## src/rtl/conv_encoder.sv

```systemverilog
// ---------------------------------------------------------------------------
// conv_encoder
// Rate-1/2 feed-forward convolutional encoder. Each accepted information bit
// produces a pair of coded bits (G0 first, then G1). The pair is sent out
// serially on y, one bit per clock. The encoder takes a new input bit at most
// every second cycle.
//
// Parameters:
//   K   constraint length (K >= 2); the shift register holds K-1 past bits
//   G0  first generator polynomial, bit K-1 taps the current input
//   G1  second generator polynomial, bit K-1 taps the current input
//
// Ports:
//   clk         clock, rising edge
//   rst         synchronous reset, active high
//   x           information bit
//   x_valid     x is valid this cycle
//   x_ready     encoder accepts x this cycle (combinational, from state only)
//   y           serialized coded bit (registered)
//   y_valid     y carries a coded bit (registered)
//   y_first     y is the G0 bit of a pair (registered)
//   flush       request trellis termination (CONV_ENCODER_TAIL_FLUSH_EN only)
//   flush_busy  tail zeros pending or being encoded (CONV_ENCODER_TAIL_FLUSH_EN only)
//
// Optional feature macro: CONV_ENCODER_TAIL_FLUSH_EN
//   When defined, a flush request feeds K-1 zero bits through the encoder so
//   that the shift register returns to the all-zero state.
//
// phase      | meaning
// PH_ACCEPT  | accept slot: encode x (or a tail zero) and emit its G0 bit
// PH_SECOND  | second-bit slot: emit the held G1 bit, inputs ignored
// ---------------------------------------------------------------------------
module conv_encoder #(
  parameter int           K  = 3,
  parameter logic [K-1:0] G0 = 3'b111,
  parameter logic [K-1:0] G1 = 3'b101
) (
  input  logic clk,
  input  logic rst,
  input  logic x,
  input  logic x_valid,
  output logic x_ready,
  output logic y,
  output logic y_valid,
  output logic y_first
`ifdef CONV_ENCODER_TAIL_FLUSH_EN
  ,
  input  logic flush,
  output logic flush_busy
`endif
);

  typedef enum logic {
    PH_ACCEPT = 1'b0,
    PH_SECOND = 1'b1
  } phase_t;

  phase_t       phase, phase_nxt;
  logic [K-2:0] regs, regs_nxt;
  logic         c1_hold, c1_hold_nxt;
  logic         y_nxt, y_valid_nxt, y_first_nxt;

  logic         take;
  logic         x_in;
  logic [K-1:0] w;
  logic         c0, c1;

`ifdef CONV_ENCODER_TAIL_FLUSH_EN
  localparam int CW = $clog2(K);

  logic [CW-1:0] tail_cnt, tail_cnt_nxt;
  logic          tail_pair, tail_pair_nxt;
  logic          tail_active;

  assign tail_active = (tail_cnt != '0);
  // Busy covers the tail accept slots plus the G1 slot of the last tail pair.
  assign flush_busy  = tail_active | tail_pair;
  assign x_ready     = (phase == PH_ACCEPT) & ~tail_active;
`else
  assign x_ready     = (phase == PH_ACCEPT);
`endif

  always_comb begin
    take = (phase == PH_ACCEPT) && x_valid;
    x_in = x;
`ifdef CONV_ENCODER_TAIL_FLUSH_EN
    // Tail slots encode a forced zero regardless of x_valid.
    if (tail_active) begin
      take = (phase == PH_ACCEPT);
      x_in = 1'b0;
    end
`endif
    w  = {x_in, regs};
    c0 = ^(G0 & w);
    c1 = ^(G1 & w);
  end

  always_comb begin
    phase_nxt   = phase;
    regs_nxt    = regs;
    c1_hold_nxt = c1_hold;
    y_nxt       = 1'b0;
    y_valid_nxt = 1'b0;
    y_first_nxt = 1'b0;
    if (phase == PH_SECOND) begin
      y_nxt       = c1_hold;
      y_valid_nxt = 1'b1;
      phase_nxt   = PH_ACCEPT;
    end else if (take) begin
      y_nxt       = c0;
      y_valid_nxt = 1'b1;
      y_first_nxt = 1'b1;
      c1_hold_nxt = c1;
      regs_nxt    = w[K-1:1];
      phase_nxt   = PH_SECOND;
    end
  end

`ifdef CONV_ENCODER_TAIL_FLUSH_EN
  always_comb begin
    tail_cnt_nxt  = tail_cnt;
    tail_pair_nxt = 1'b0;
    if (take && tail_active) begin
      tail_cnt_nxt  = tail_cnt - CW'(1);
      tail_pair_nxt = 1'b1;
    end
    // A flush arriving with an accepted x simply queues the tail behind it.
    if (flush && !flush_busy) begin
      tail_cnt_nxt = CW'(K - 1);
    end
  end

  always_ff @(posedge clk) begin
    if (rst) begin
      tail_cnt  <= '0;
      tail_pair <= 1'b0;
    end else begin
      tail_cnt  <= tail_cnt_nxt;
      tail_pair <= tail_pair_nxt;
    end
  end
`endif

  always_ff @(posedge clk) begin
    if (rst) begin
      phase   <= PH_ACCEPT;
      regs    <= '0;
      c1_hold <= 1'b0;
      y       <= 1'b0;
      y_valid <= 1'b0;
      y_first <= 1'b0;
    end else begin
      phase   <= phase_nxt;
      regs    <= regs_nxt;
      c1_hold <= c1_hold_nxt;
      y       <= y_nxt;
      y_valid <= y_valid_nxt;
      y_first <= y_first_nxt;
    end
  end

endmodule

```

## config.mk

```make
export PLATFORM = sky130hd
export DESIGN_NAME = conv_encoder
export DESIGN_NICKNAME = d
export VERILOG_FILES = /design/src/rtl/conv_encoder.sv
export SDC_FILE = /design/constraint.sdc
export NUM_CORES = 1
export LEC_CHECK = 0
export ABC_AREA = 1
export CAP_MARGIN = 20
export CORE_AREA = 10 10 47 49
export CTS_BUF_LIST = sky130_fd_sc_hd__clkbuf_8
export CTS_CLUSTER_SIZE = 30
export DETAILED_ROUTE_END_ITERATION = 8
export DIE_AREA = 0 0 57 59
export GPL_TIMING_DRIVEN = 0
export MAX_ROUTING_LAYER = met4
export PLACE_DENSITY = 0.51
export SLEW_MARGIN = 20
export SYNTH_ARGS = -nofsm -noshare
export SYNTH_HDL_FRONTEND = slang
export SYNTH_SLANG_ARGS = --single-unit
```

## constraint.sdc

```tcl
create_clock -name clk -period 1.25 [get_ports clk]
set_clock_uncertainty 0.2 [all_clocks]
set_input_delay 0.25 -clock clk [delete_from_list [all_inputs] [get_ports clk]]
set_output_delay 0.25 -clock clk [all_outputs]
set_load 0.01 [all_outputs]
```

==> impl_summary.txt, run 1 <==
----------------------------------------------------
[Setup path]
  Critical path data arrival time ... around 750 ps
  Worst R2R Setup Slack ... roughly 200 ps
  Largest fanout of any net on the critical path ... 4
  Category of the worst setup path capture point ... primary output
  Max incr delay on CP ... 350 ps
  FF-to-FF End ... y
  Kind of critical path ... reg2out
  Cells traversed along the worst timing path ... inv_2, buf_2
  Worst reg2reg path depth ... 7
  R2R Path Start ... regs[0]
  Critical path startpoint category ... flip-flop
  Cell with the largest stage delay on the worst path ... sky130_fd_sc_hd__dfxtp_2
  Required time at the endpoint of the critical path ... roughly 800 ps

[Die]
  Die Width ... approximately 57 microns
  Initial standard-cell utilization of the core ... between 10% and 20%
  Area of the die ... between 0.003 and 0.004 sq mm
  Area of the core region ... ~0.0014 sq mm
  Die height ... 59 microns
  Num ports ... 8
  Site Rows ... 14

[Hold path]
  Startpoint of the most critical hold path ... x_valid
  Hold/Removal Path Class ... in2reg
  Number of stages on the worst hold path ... 3
  Hold EP ... y_valid

[Synthesis]
  Distinct cells, synth ... 11
  Gate Count Post-Synth ... 35
  Total standard cell area after synthesis ... ~250 sq um
  Warning count from the yosys run ... 0
  Sequential-to-total area share from yosys stat ... 47.5%
  Number of register bits inferred by synthesis ... 6
  Synth Net Count ... 39
  Mean Syn Cell Area ... 7.22 sq um

[Global route]
  Vias in the first global route ... approximately 220
  First-pass GRT wire length ... just under 900 microns
  Pin count of the biggest net entering global routing ... 9
  Gr usage total ... approximately 3.7%
  Number of antenna violations at the first check in global routing ... 0
  Congestion Overflow GR ... 0

[Placement]
  Last weighted congestion value of the routability-driven placer ... slightly above 0.7
  Number of placed instances, taps included ... 58
  Half-perimeter wire length after placement ... 391 microns
  Number of port buffers ... 7
  Placed inst area ... between 300 and 400 sq um

[Detailed routing]
  Routed wire per std cell ... about 8.3 microns
  DRT Wirelength ... between 500 and 600 microns
  Number of routed nets with antenna violations ... 0
  First-pass iteration count of the detailed router ... 1
  Drt via density ... about 3.6
  DRC marker count from the first detailed-route iteration ... 0
  Via count ... 220
  Number of DRC violations after detailed routing ... 0

[Clock tree]
  Quantity of hold-fixing buffers added after cts ... 0
  Clock input transition at the sequential cells of the worst setup and hold paths ... around 40 ps
  Post-CTS Setup Repair Bufs ... 0
  Maximum clock path buffer count ... 2
  TritonCTS buffer count ... 3
  TritonCTS clock tree ... built
  Number of sinks handled by clock tree synthesis ... 6
  Clock latency on the worst-skew pair ... between 200 and 250 ps
  Root buffer cell ... sky130_fd_sc_hd__clkbuf_8
  Total number of H-tree levels ... 1

[STA]
  Pin slew with the least headroom to its limit ... about 190 ps
  Setup repair after global routing missed its margin ... no
  Count of final hold-check violations ... 0
  Final Max Slew Viols ... 0
  Setup violation total in the final timing report ... 0
  Shortest period the worst path allows ... ~1200 ps
  Fin Setup TNS ... 0 ps
  Max Fclk ... 831 MHz
  Max-Slew Margin vs Limit ... between 80% and 90%
  Period utilisation layout ... between 90% and 100%

[Pwr]
  Peak supply drop ... 0.545 mV
  Pwr per Cell Area ... about 1500 mW/mm^2
  Total power after layout ... 566 uW
  Static Leakage ... a little under 0.0002 uW

[Layout]
  # nets final ... 51
  Post-layout utilization of the core ... a little over a quarter
  Share of final-layout standard cells stronger than drive strength 1 ... 20.0%
  Signed area change from the synthesized netlist to the final layout ... 50.5%
  Final Non-Filler Cells ... about 60
  Antenna diodes ... 0
  Layout Cell Area excl Fill ... 380 sq um

[Run status]
  Run status ... complete, no violations

[Run]
  Max capacitance violation total ... 0

----------------------------------------------------
## stage by stage
step                setup WS, ps  hold slack (ps)
finish                      47.3              130
global route               0.167              163
CTS                         4.75              294
detailed placement          -229              285
global placement            -226              270
floorplan                    129              122
## critical path: cells and delay by family (launching register included)
kind | cells | cell delay, ps
buf+inv | 2 | 180
flops | 1 | 350
## state kept, by name (all words and copies together), names as in the netlist
signal and count:
regs 2, y 1, c1_hold 1, y_valid 1
phase 1
## final cells by class
type                       instances  area [sq um]
multi-input combinational         23           110
tap                               16          20.0
clock buffer                       3          41.3
sequential                         6           121
timing repair buffer               7          65.1
inverter                           6          22.5
fill                             160          1020
## per-layer routing
metal  wire length [microns]  GRT usage [%]  vias up
met5                       0              -        -
met4                       0           1.01        0
met3                      65           4.94        0
met2                     241           5.12        5
met1                     202           2.98       90
li1                        -              -      125
## worst max path at each step
stage | start | cells past startpoint | slack (ps) | endpoint
after floorplan | phase | 7 | 130 | y
after global placement | x | 8 | -230 | y
after detailed placement | x | 8 | -230 | y
after CTS | x | 8 | 5 | y
after global routing | y | 1 | 0.2 | y
final | phase | 2 | 50 | x_ready
## Yosys cell counts
library cell | count | area (sq um)
sky130_fd_sc_hd__dfxtp_1 | 6 | 120
sky130_fd_sc_hd__nand3_1 | 1 | 5.00
sky130_fd_sc_hd__inv_2 | 1 | 3.75
sky130_fd_sc_hd__o21ai_0 | 1 | 5.00
sky130_fd_sc_hd__nor2_4 | 1 | 11.3
sky130_fd_sc_hd__a21oi_1 | 2 | 10.0
sky130_fd_sc_hd__nor2_1 | 6 | 22.5
sky130_fd_sc_hd__nand2_1 | 10 | 37.5
sky130_fd_sc_hd__a211oi_1 | 1 | 7.51
sky130_fd_sc_hd__nand2_4 | 1 | 11.3
sky130_fd_sc_hd__inv_1 | 5 | 18.8
## placed cells by master, fill, tap and decap left out
cell type                         Yosys  layout
sky130_fd_sc_hd__a211oi_1             1       1
sky130_fd_sc_hd__dfxtp_2              0       1
sky130_fd_sc_hd__dfxtp_1              6       5
sky130_fd_sc_hd__dlymetal6s2s_1       0       2
sky130_fd_sc_hd__nor2_1               6       6
sky130_fd_sc_hd__nand3_1              1       1
sky130_fd_sc_hd__nor2_4               1       1
sky130_fd_sc_hd__nand2_4              1       1
sky130_fd_sc_hd__nand2_1             10      10
sky130_fd_sc_hd__clkbuf_8             0       3
sky130_fd_sc_hd__a21oi_1              2       2
sky130_fd_sc_hd__inv_2                1       1
sky130_fd_sc_hd__clkdlybuf4s50_1      0       1
sky130_fd_sc_hd__o21ai_1              0       1
sky130_fd_sc_hd__buf_2                0       2
sky130_fd_sc_hd__inv_1                5       5
sky130_fd_sc_hd__clkdlybuf4s15_1      0       2
## kinds of logic after synthesis
kind of cell | count (synthesis) | synth area share, %
buffers and inverters | 6 | 8.91
AND/OR/NAND/NOR | 19 | 34.7
AO/OA/AOI/OAI | 4 | 8.91
flip-flops | 6 | 47.5
## where the power goes
part | total, uW | internal (uW) | switching (uW)
sequential | 215 | 207 | 8.30
combinational | 67.2 | 30.7 | 36.6
clock | 284 | 206 | 77.9
## timing repair
item,in CTS,in global routing
resized for setup,11,5
pin swaps,0,0
cloned,0,0
setup endpoints to repair,4,5
Power figures use the tool's default switching activity.
==> inputs of run 2 (changes only) <==
Settings changed: CAP_MARGIN 20 to 0.
==> results of run 2 <==
Final layout, timing and power as in run 1 (identical DEF).
==> inputs of run 3 (changes only) <==
Settings changed: ABC_AREA 1 to 0, PLACE_DENSITY 0.51 to 0.48.
==> run 3 against run 2 <==
Compared with the run above: critical path depth stayed put; non-clock buffer count unchanged; count of clock-buffer cells in the layout did not move; synthesized area fell by 13%; critical path type unchanged; highest routed layer is now met4.
==> impl_summary.txt, run 3 <==
----------------------------------------------------
[Detailed routing]
  First-pass iteration count of the detailed router ... 1
  DRC marker count from the first detailed-route iteration ... 0
  Number of routed nets with antenna violations ... 0
  Drt via density ... between 3 and 4
  DRT Wirelength ... around 440 microns
  Routed wire per std cell ... 9.30 microns
  Via count ... between 150 and 200
  Number of DRC violations after detailed routing ... 0

[Run status]
  Run status ... complete, no violations

[Global route]
  Gr usage total ... under 10%
  Pin count of the biggest net entering global routing ... 7
  GR met3 Demand/Resource ... approximately 4.3%
  Routing usage on met2 ... 3.88%
  Congestion Overflow GR ... 0
  Vias in the first global route ... a little under 200
  Number of antenna violations at the first check in global routing ... 0
  GR Util met1 ... between 2 and 3%
  First-pass GRT wire length ... approximately 720 microns
  Busiest grt layer ... met3

[Setup path]
  Critical path startpoint ... phase
  Worst R2R Setup Slack ... around 160 ps
  FF-to-FF End ... regs[0]
  Category of the worst setup path capture point ... primary output
  Critical path startpoint category ... flip-flop
  Required time at the endpoint of the critical path ... approximately 800 ps
  R2R Path Start ... phase
  Critical path data arrival time ... approximately 750 ps
  Kind of critical path ... reg2out
  Largest fanout of any net on the critical path ... 5
  Worst reg2reg path depth ... 3
  Crit path to ... x_ready

[Synthesis]
  Total standard cell area after synthesis ... ~220 sq um
  Number of register bits inferred by synthesis ... 6
  Cell type contributing the most total cell area after synthesis ... sky130_fd_sc_hd__dfxtp_1
  Warning count from the yosys run ... 0
  Fraction of post-synthesis cell area in the top cell type by area ... between 50% and 60%
  Top_reg_cell synth ... sky130_fd_sc_hd__dfxtp_1
  Sequential-to-total area share from yosys stat ... between 50% and 60%
  Number of enable-type register cells in the synthesized netlist ... 0
  FFs w/ async S/R, synth ... 0%
  Most numerous cell in the Yosys netlist ... sky130_fd_sc_hd__dfxtp_1
  Synth Net Count ... 25
  Gate Count Post-Synth ... 21
  Largest cells by area after synthesis ... sky130_fd_sc_hd__dfxtp_1, sky130_fd_sc_hd__mux2i_1, sky130_fd_sc_hd__nor2_1, sky130_fd_sc_hd__xor2_1, sky130_fd_sc_hd__nor2b_2
  Mean Syn Cell Area ... between 10 and 15 sq um
  Top post-synthesis cells by count ... sky130_fd_sc_hd__dfxtp_1, sky130_fd_sc_hd__nor2_1, sky130_fd_sc_hd__mux2i_1
  Distinct cells, synth ... 9

[Die]
  Initial standard-cell utilization of the core ... 15.6%
  Die Width ... 57 microns
  Site Rows ... 14
  Die height ... ~59 microns
  Area of the core region ... 0.00140 sq mm
  Num ports ... 8
  Area of the die ... roughly 0.0034 sq mm

[STA]
  Pin slew with the least headroom to its limit ... approximately 210 ps
  Max-Slew Margin vs Limit ... 86.1%
  Setup violation total in the final timing report ... 0
  Max Fclk ... ~830 MHz
  Period utilisation layout ... a little over nine tenths
  Count of final hold-check violations ... 0
  Final Max Slew Viols ... 0
  Setup repair after global routing missed its margin ... no
  Setup WS post-layout ... 48.9 ps
  Shortest period the worst path allows ... roughly 1200 ps

[Clock tree]
  Clock latency on the worst-skew pair ... about 220 ps
  Post-CTS Setup Repair Bufs ... 0
  Total number of H-tree levels ... 1
  TritonCTS buffer count ... 3
  Number of sinks handled by clock tree synthesis ... 6
  Maximum clock path buffer count ... 2
  Clock input transition at the sequential cells of the worst setup and hold paths ... around 30 ps
  Root buffer cell ... sky130_fd_sc_hd__clkbuf_8
  TritonCTS clock tree ... built

[Layout]
  Leading cell types in the layout, fill and taps excluded ... sky130_fd_sc_hd__nor2_1, sky130_fd_sc_hd__dfxtp_1, sky130_fd_sc_hd__mux2i_1, sky130_fd_sc_hd__clkbuf_8
  Fillers ... around 160
  Register ranked first by flip-flop count ... regs
  Share of final-layout standard cells stronger than drive strength 1 ... about a quarter
  Signed area change from the synthesized netlist to the final layout ... 62.9%
  # nets final ... 37
  Final Non-Filler Cells ... 47
  Combined flip-flop and latch cell area ... around 120 sq um
  Area of combinational cells with multiple inputs ... ~110 sq um
  Number of flip-flops in the largest register ... 2
  Antenna diodes ... 0

[Placement]
  Last weighted congestion value of the routability-driven placer ... 0.661
  Number of placed instances, taps included ... between 40 and 50
  Post-placement worst setup slack ... -321 ps
  Number of port buffers ... 7

[Pwr]
  Internal power ... approximately 440 uW
  Switching fraction of total power ... between 10% and 20%
  Clock network fraction of design power ... between 50% and 60%
  Proportion of power drawn by flip-flops and latches ... 39.1%
  Static Leakage ... 0.000167 uW
  Pwr per Cell Area ... between 1500 and 2000 mW/mm^2
  Combinational share of power ... under 10%
  NetSw ... about 100 uW
  Peak supply drop ... around 0.91 mV

[Run]
  Max capacitance violation total ... 0

[Hold path]
  Number of stages on the worst hold path ... 2
  Hold/Removal Path Class ... in2reg

----------------------------------------------------
## run 3: worst min path at each step
| stage | startpoint | slack [ps] | to |
|---|---|---|---|
| 2_1_floorplan | rst | 120 | c1_hold |
| 3_3_place_gp | c1_hold | 260 | y |
| 3_5_place_dp | c1_hold | 260 | y |
| 6_report | rst | 140 | c1_hold |
| 5_1_grt | rst | 160 | y_valid |
| 4_1_cts | x_valid | 210 | y_valid |
## run 3: power groups by stage
stage	clock (uW)	sequential, uW	combinational [uW]
after floorplan	0	216	24.9
after global placement	0	213	57.5
after detailed placement	0	214	59.5
after CTS	287	212	53.8
after global routing	310	213	58.0
final	276	212	53.1
## run 3: kinds of logic (layout without fill, tap and decap cells)
| family | after synthesis | in the layout | synth area share (%) |
|---|---|---|---|
| xor gates and xnor gates | 2 | 2 | 8.00 |
| buffers and inverters | 1 | 11 | 1.71 |
| DFF | 6 | 6 | 54.9 |
| and+or+nand+nor | 8 | 8 | 17.7 |
| muxes | 3 | 3 | 13.7 |
| AOI/OAI and AO/OA | 1 | 1 | 4.00 |
## run 3: timing repair
item                       CTS  global route
setup endpoints to repair    8             3
hold endpoints to repair     0             0
gates resized for setup     16             3
hold buffers                 0             0
## run 3: metrics by stage
stage	cell area (sq um)	power (uW)	hold WS (ps)	utilization (%)	TNS [ps]
2_1_floorplan	219	241	122	-	0
3_3_place_gp	309	271	257	22.1	-1570
6_report	357	541	144	25.4	0
4_1_cts	352	552	209	25.1	0
3_5_place_dp	309	274	262	22.1	-1730
5_1_grt	357	580	160	25.4	0
## run 3: layer usage
layer | up-vias | wire (microns)
met5 | - | 0
met3 | 2 | 70
met2 | 10 | 150
li1 | 88 | -
met4 | 0 | 10
met1 | 80 | 205
## run 3: layout make-up
class	count	area share, %
multi-input cells	14	30.2
well taps	16	5.61
inverters	1	1.05
repair buffers	7	16.8
clock buffers	3	11.6
flip-flops and latches	6	34.7
## run 3: critical path, stage by stage, from the launching register on
cell and delay (ps):
sky130_fd_sc_hd__dfxtp_4 370, sky130_fd_sc_hd__inv_1 40, sky130_fd_sc_hd__buf_2 130
